==> src/rtl/sasanqua_axi_pkg.sv <==
// AXI4 constants and fetch FSM encoding shared by the instruction fetch unit.
package sasanqua_axi_pkg;

  localparam logic [1:0] AXI_BURST_INCR = 2'b01;
  localparam logic [2:0] AXI_SIZE_4B    = 3'b010;
  localparam logic [1:0] AXI_RESP_OKAY  = 2'b00;

  typedef enum logic [1:0] {
    FETCH_IDLE  = 2'd0,
    FETCH_ADDR  = 2'd1,
    FETCH_DATA  = 2'd2,
    FETCH_DRAIN = 2'd3
  } fetch_state_t;

  // Words in the burst: capped so a burst never crosses a 4 KB page.
  function automatic logic [4:0] burst_words(
    input logic [9:0]  word_idx,
    input int unsigned blen
  );
    logic [10:0] left;
    left = 11'd1024 - {1'b0, word_idx};
    if (left < 11'(blen)) return left[4:0];
    return 5'(blen);
  endfunction

endpackage

==> src/rtl/fetch_fifo.sv <==
// Prefetch FIFO for fetched instruction entries.
// Flush beats push and pop; the head is read combinationally.
module fetch_fifo #(
  parameter  int W     = 64,
  parameter  int DEPTH = 16,
  localparam int AW    = $clog2(DEPTH)
) (
  input  logic          i_clk,
  input  logic          i_rst,
  input  logic          i_push,
  input  logic [W-1:0]  i_wdata,
  input  logic          i_pop,
  input  logic          i_flush,
  output logic [W-1:0]  o_rdata,
  output logic          o_valid,
  output logic [AW:0]   o_free
);

  logic [W-1:0]  r_mem [DEPTH];
  logic [AW-1:0] r_wp;
  logic [AW-1:0] r_rp;
  logic [AW:0]   r_cnt;
  logic          w_push;
  logic          w_pop;

  assign w_push  = i_push && !i_flush && (r_cnt != AW'(0) + (AW+1)'(DEPTH));
  assign w_pop   = i_pop && !i_flush && (r_cnt != '0);
  assign o_valid = (r_cnt != '0);
  assign o_rdata = r_mem[r_rp];
  assign o_free  = (AW+1)'(DEPTH) - r_cnt;

  always_ff @(posedge i_clk) begin
    if (w_push) r_mem[r_wp] <= i_wdata;
  end

  always_ff @(posedge i_clk) begin
    if (i_rst || i_flush) begin
      r_wp  <= '0;
      r_rp  <= '0;
      r_cnt <= '0;
    end else begin
      if (w_push) r_wp <= r_wp + AW'(1);
      if (w_pop)  r_rp <= r_rp + AW'(1);
      r_cnt <= r_cnt + (AW+1)'(w_push) - (AW+1)'(w_pop);
    end
  end

endmodule

==> src/rtl/inst_fetch_axi.sv <==
// AXI4 instruction prefetcher feeding the core fetch stage.
// Define FETCH_RRESP_CHECK_EN to flag error beats and halt issue until a redirect.
module inst_fetch_axi
  import sasanqua_axi_pkg::*;
#(
  parameter int C_AXI_DATA_WIDTH = 32,
  parameter int C_OFFSET_WIDTH   = 32,
  parameter int BURST_LEN        = 8,
  parameter int FIFO_DEPTH       = 16,
  parameter logic [C_OFFSET_WIDTH-1:0] RESET_PC = '0
) (
  input  logic                        CLK,
  input  logic                        RST,
  input  logic                        JUMP_VALID,
  input  logic [C_OFFSET_WIDTH-1:0]   JUMP_PC,
  output logic                        INST_VALID,
  input  logic                        INST_READY,
  output logic [C_OFFSET_WIDTH-1:0]   INST_PC,
  output logic [31:0]                 INST_DATA,
  output logic                        INST_ERR,
  output logic [C_OFFSET_WIDTH-1:0]   M_AXI_ARADDR,
  output logic [7:0]                  M_AXI_ARLEN,
  output logic [2:0]                  M_AXI_ARSIZE,
  output logic [1:0]                  M_AXI_ARBURST,
  output logic                        M_AXI_ARVALID,
  input  logic                        M_AXI_ARREADY,
  input  logic [C_AXI_DATA_WIDTH-1:0] M_AXI_RDATA,
  input  logic [1:0]                  M_AXI_RRESP,
  input  logic                        M_AXI_RLAST,
  input  logic                        M_AXI_RVALID,
  output logic                        M_AXI_RREADY
);

  localparam int PW = C_OFFSET_WIDTH;
  localparam int DW = C_AXI_DATA_WIDTH;
  localparam int FA = $clog2(FIFO_DEPTH);
`ifdef FETCH_RRESP_CHECK_EN
  localparam int EW = 1 + PW + DW;
`else
  localparam int EW = PW + DW;
`endif

  fetch_state_t  r_state;
  fetch_state_t  w_next;
  logic [PW-1:0] r_pc;
  logic [PW-1:0] r_araddr;
  logic [7:0]    r_arlen;
  logic          r_jmp_pend;
  logic          w_beat;
  logic          w_push;
  logic          w_room;
  logic          w_hold;
  logic [4:0]    w_blen;
  logic [PW-1:0] w_jpc;
  logic [FA:0]   w_free;
  logic [EW-1:0] w_went;
  logic [EW-1:0] w_rent;
  logic          w_unused;

  assign w_beat = M_AXI_RVALID && M_AXI_RREADY;
  assign w_push = (r_state == FETCH_DATA) && w_beat && !JUMP_VALID;
  assign w_jpc  = {JUMP_PC[PW-1:2], 2'b00};
  assign w_blen = burst_words(r_pc[11:2], BURST_LEN);
  assign w_room = 32'(w_free) >= 32'(w_blen);

  always_ff @(posedge CLK) begin
    if (RST) r_state <= FETCH_IDLE;
    else     r_state <= w_next;
  end

  always_comb begin
    w_next = r_state;
    unique case (r_state)
      FETCH_IDLE:
        if (w_room && !JUMP_VALID && !w_hold) w_next = FETCH_ADDR;
      FETCH_ADDR:
        if (M_AXI_ARREADY)
          w_next = (r_jmp_pend || JUMP_VALID) ? FETCH_DRAIN : FETCH_DATA;
      FETCH_DATA:
        if (w_beat && M_AXI_RLAST) w_next = FETCH_IDLE;
        else if (JUMP_VALID)       w_next = FETCH_DRAIN;
      FETCH_DRAIN:
        if (w_beat && M_AXI_RLAST) w_next = FETCH_IDLE;
      default: w_next = FETCH_IDLE;
    endcase
  end

  always_comb begin
    M_AXI_ARVALID = 1'b0;
    M_AXI_RREADY  = 1'b0;
    unique case (1'b1)
      (r_state == FETCH_ADDR):  M_AXI_ARVALID = 1'b1;
      (r_state == FETCH_DATA),
      (r_state == FETCH_DRAIN): M_AXI_RREADY  = 1'b1;
      default: ;
    endcase
  end

  // A redirect seen while AR is pending must still drain that burst.
  always_ff @(posedge CLK) begin
    if (RST) begin
      r_pc       <= RESET_PC;
      r_araddr   <= '0;
      r_arlen    <= '0;
      r_jmp_pend <= 1'b0;
    end else begin
      if (r_state == FETCH_IDLE && w_next == FETCH_ADDR) begin
        r_araddr <= r_pc;
        r_arlen  <= 8'(w_blen - 5'd1);
      end
      if (JUMP_VALID)  r_pc <= w_jpc;
      else if (w_push) r_pc <= r_pc + PW'(4);
      r_jmp_pend <= (r_state == FETCH_ADDR) && !M_AXI_ARREADY &&
                    (r_jmp_pend || JUMP_VALID);
    end
  end

  assign M_AXI_ARADDR  = r_araddr;
  assign M_AXI_ARLEN   = r_arlen;
  assign M_AXI_ARSIZE  = AXI_SIZE_4B;
  assign M_AXI_ARBURST = AXI_BURST_INCR;

`ifdef FETCH_RRESP_CHECK_EN
  logic r_err_hold;
  logic w_rerr;
  assign w_rerr = (M_AXI_RRESP != AXI_RESP_OKAY);
  assign w_hold = r_err_hold;
  assign w_went = {w_rerr, r_pc, M_AXI_RDATA};
  assign INST_ERR = w_rent[EW-1];
  assign w_unused = &{1'b0, JUMP_PC[1:0]};

  always_ff @(posedge CLK) begin
    if (RST || JUMP_VALID)    r_err_hold <= 1'b0;
    else if (w_push && w_rerr) r_err_hold <= 1'b1;
  end
`else
  assign w_hold   = 1'b0;
  assign w_went   = {r_pc, M_AXI_RDATA};
  assign INST_ERR = 1'b0;
  assign w_unused = &{1'b0, JUMP_PC[1:0], M_AXI_RRESP};
`endif

  assign INST_PC   = w_rent[DW +: PW];
  assign INST_DATA = w_rent[31:0];

  fetch_fifo #(
    .W     (EW),
    .DEPTH (FIFO_DEPTH)
  ) u_fifo (
    .i_clk   (CLK),
    .i_rst   (RST),
    .i_push  (w_push),
    .i_wdata (w_went),
    .i_pop   (INST_VALID && INST_READY),
    .i_flush (JUMP_VALID),
    .o_rdata (w_rent),
    .o_valid (INST_VALID),
    .o_free  (w_free)
  );

endmodule

==> config.mk <==
export PLATFORM = sky130hd
export DESIGN_NAME = inst_fetch_axi
export DESIGN_NICKNAME = d
export VERILOG_FILES = /design/src/rtl/sasanqua_axi_pkg.sv /design/src/rtl/fetch_fifo.sv /design/src/rtl/inst_fetch_axi.sv
export SDC_FILE = /design/constraint.sdc
export NUM_CORES = 1
export LEC_CHECK = 0
export BUFFER_PORTS_ARGS = -buffer_cell sky130_fd_sc_hd__clkbuf_2
export CAP_MARGIN = 20
export CORE_ASPECT_RATIO = 0.6
export CORE_MARGIN = 3
export CORE_UTILIZATION = 40
export DETAILED_ROUTE_END_ITERATION = 8
export PLACE_DENSITY = 0.68
export SYNTH_ARGS = -nofsm -noshare
export SYNTH_HDL_FRONTEND = slang
export SYNTH_SLANG_ARGS = --single-unit
==> constraint.sdc <==
create_clock -name CLK -period 9.4 [get_ports CLK]
set_input_delay 0.47 -clock CLK [delete_from_list [all_inputs] [get_ports CLK]]
set_output_delay 0.47 -clock CLK [all_outputs]
set_load 0.02 [all_outputs]
==> results.sh <==
export IMPL_netlist_area_um2=41400
export IMPL_status="completed"
export IMPL_period_share_pct=51.6
export IMPL_yosysTopAreaCell="edfxtp_1"
export IMPL_hp_class="in -> reg"
export IMPL_ys_top_cells_by_area="edfxtp_1, mux4_2, dfxtp_1, mux2i_1, nor2_1"
export IMPL_tightest_slew_ns=1.02
export IMPL_gp_congestion=0.772
export IMPL_dr_total_vias=19400
export IMPL_first_iter_violations=1795
export IMPL_n_antenna_cell=0
export IMPL_cts_buffers=97
export IMPL_grt_use_total_pct=17.2
export IMPL_grt_pass1_vias=19900
export IMPL_clockBufferDepth=3
export IMPL_synth_edf_count=992
export IMPL_seq_area_um2=31500
export IMPL_synth_common_cells="edfxtp_1, mux4_2, nor2_1"
export IMPL_final_area_um2=47200
export IMPL_via_per_inst=5.47
export IMPL_synth_cells=1873
export IMPL_antenna_found_initial=2
export IMPL_htree_levels=3
export IMPL_detailed_place_hpwl_um=49700
export IMPL_clk_latency_ns=0.68
export IMPL_ys_flop_type="edfxtp_1"
export IMPL_multiInputGateArea_um2=9440
export IMPL_fin_util_pct=46.5
export IMPL_crit_path_max_fanout=81
export IMPL_crit_required_ns=8.93
export IMPL_total_power_mw=9.54
export IMPL_drive_gt1_share_pct=31.9
export IMPL_syn_to_final_growth_pct=14.0
export IMPL_cp_arrival_ns=4.38
export IMPL_drtAntennaViolNets=0
export IMPL_grt_pass1_wl_um=135000
export IMPL_place_port_buffers=171
export IMPL_synth_cell_types=54
export IMPL_yosys_warnings=0
export IMPL_routed_wl_um=92300
export IMPL_drcViolationCount=0
export IMPL_yosysSeqAreaShare_pct=76.1
export IMPL_routedWlPerCell_um=26.0
export IMPL_relSlewSlack_pct=32.0
export IMPL_power_density_nw_per_um2=202
export IMPL_die_h_um=255
export IMPL_end_kind="output pin"
export IMPL_cts_tree="yes"
export IMPL_finalSetupViolations=0
export IMPL_start_util_pct=40.8
export IMPL_clk_pin_slew_ns=0.06
export IMPL_coreArea_um2=102000
export IMPL_grt_max_degree=149
export IMPL_rsz0062_at_grt="no"
export IMPL_start_kind="register"
export IMPL_placed_area_um2=44000
export IMPL_drt_first_pass_iters=5
export IMPL_power_leakage_nw=14.9
export IMPL_crit_type="reg -> out"
export IMPL_die_area_um2=108000
export IMPL_fin_crit_ns=4.85
export IMPL_avgSynthCellArea_um2=22.1
export IMPL_fin_skew_ns=0.0170
export IMPL_fillerInstances=8336
export IMPL_yosysMostFrequentCell="edfxtp_1"
export IMPL_synthArstFlopShare_pct=0
export IMPL_synth_seq_cells=1078
export IMPL_floorplan_die_width_um=421
export IMPL_irDropWorstVdd_uv=140
export IMPL_finalHoldViolCount=0
export IMPL_rows=90
export IMPL_hold_slack_ns=0.0640
export IMPL_io_pins=186
export IMPL_nets=2186
export IMPL_post_cts_resized=0
export IMPL_report_final_slew_viol_count=0
export IMPL_cts_sinks=1078
export IMPL_grt_overflow=0
export IMPL_synth_top_cell_area_share_pct=71.9
export IMPL_tns_ns=0
export IMPL_cts_root_buffer="clkbuf_16"
export IMPL_max_cap_viol_count=0
export IMPL_reg2reg_slack_ns=5.12
export IMPL_fmax_ghz=0.206
==> kinds of logic (layout without fill, tap and decap cells) <==
family | count (synthesis) | after routing | synth area share, %
flip-flops | 1078 | 1078 | 76.1
multiplexers | 346 | 346 | 17.7
AND/OR/NAND/NOR | 193 | 193 | 2.29
buffers and inverters | 139 | 427 | 1.48
AO/OA/AOI/OAI | 53 | 53 | 0.858
XOR/XNOR | 38 | 38 | 0.804
adder cells (fa/ha/maj) | 24 | 24 | 0.743
other | 2 | 11 | 0.0181
==> where the power goes <==
part           internal [mW]  switching [mW]  total (mW)
registers               5.26          0.0713        5.33
clock network           2.22            1.69        3.91
logic                  0.133           0.169       0.302
total                   7.61            1.93        9.54
==> placed cells by master (no fill, tap or decap), types with 27 or more instances in the layout <==
cell,netlist,layout
mux4_2,310,310
xnor2_1,32,32
dfxtp_1,86,82
buf_4,14,37
mux2i_1,36,36
edfxtp_1,992,992
clkbuf_16,0,99
nand2_1,30,30
nor2_1,91,79
clkinv_2,0,29
clkbuf_2,0,171
inv_1,27,27
==> sequential cells by signal, indices dropped and copies added, names as in the netlist, named ones only <==
signal / cells
u_fifo.r_rp: 4
u_fifo.r_cnt: 5
M_AXI_ARADDR: 30
M_AXI_ARLEN: 6
u_fifo.r_mem: 992
r_jmp_pend: 1
r_pc: 30
u_fifo.r_wp: 4
r_state: 2
==> worst max-delay path, stage by stage, from the launching register on <==
cell and delay (ns):
dfxtp_4 0.97, buf_12 0.60, buf_4 0.66, mux4_2 0.57
mux4_2 0.56, clkbuf_2 0.20
==> metal layers <==
metal  GRT usage, %  routed length (um)
met5              0                   7
met4           3.97                1630
met1           25.1               41000
met3           3.21                6080
met2           27.1               43600
==> layout make-up <==
type | instances | area share [%]
clock buffer | 120 | 5.44
inverter | 28 | 0.223
timing repair buffer | 219 | 2.71
sequential | 1078 | 66.8
clock inverter | 60 | 1.18
tap | 1380 | 3.66
multi-input combinational | 665 | 20.0
==> per-stage QoR <==
stage / worst slack, ns / instances
final: 4.55 / 3550
after global routing: 4.12 / 3550
after CTS: 4.35 / 3550
after detailed placement: 5.11 / 3362
after global placement: 5.13 / 3361
after floorplan: 3.02 / 1882
==> final timing paths <==
check,from,endpoint,depth (start not counted)
worst min register to register,M_AXI_ARLEN[4]$_SDFFE_PP0P_,M_AXI_ARLEN[4]$_SDFFE_PP0P_,2
worst min-delay path,JUMP_PC[13],r_pc[13]$_SDFFE_PP0P_,3
worst max-delay path,register,INST_DATA[8],5
worst max register to register,r_pc[2]$_SDFFE_PP0P_,M_AXI_ARADDR[20]$_SDFFE_PP0P_,13
==> timing repair <==
item                       4_1_cts  5_1_grt
setup endpoints to repair        0        0
buffers inserted                 0        0
hold buffers                     8        0
hold endpoints to repair         8        0
Note: power is estimated with default switching activity, not from simulation.
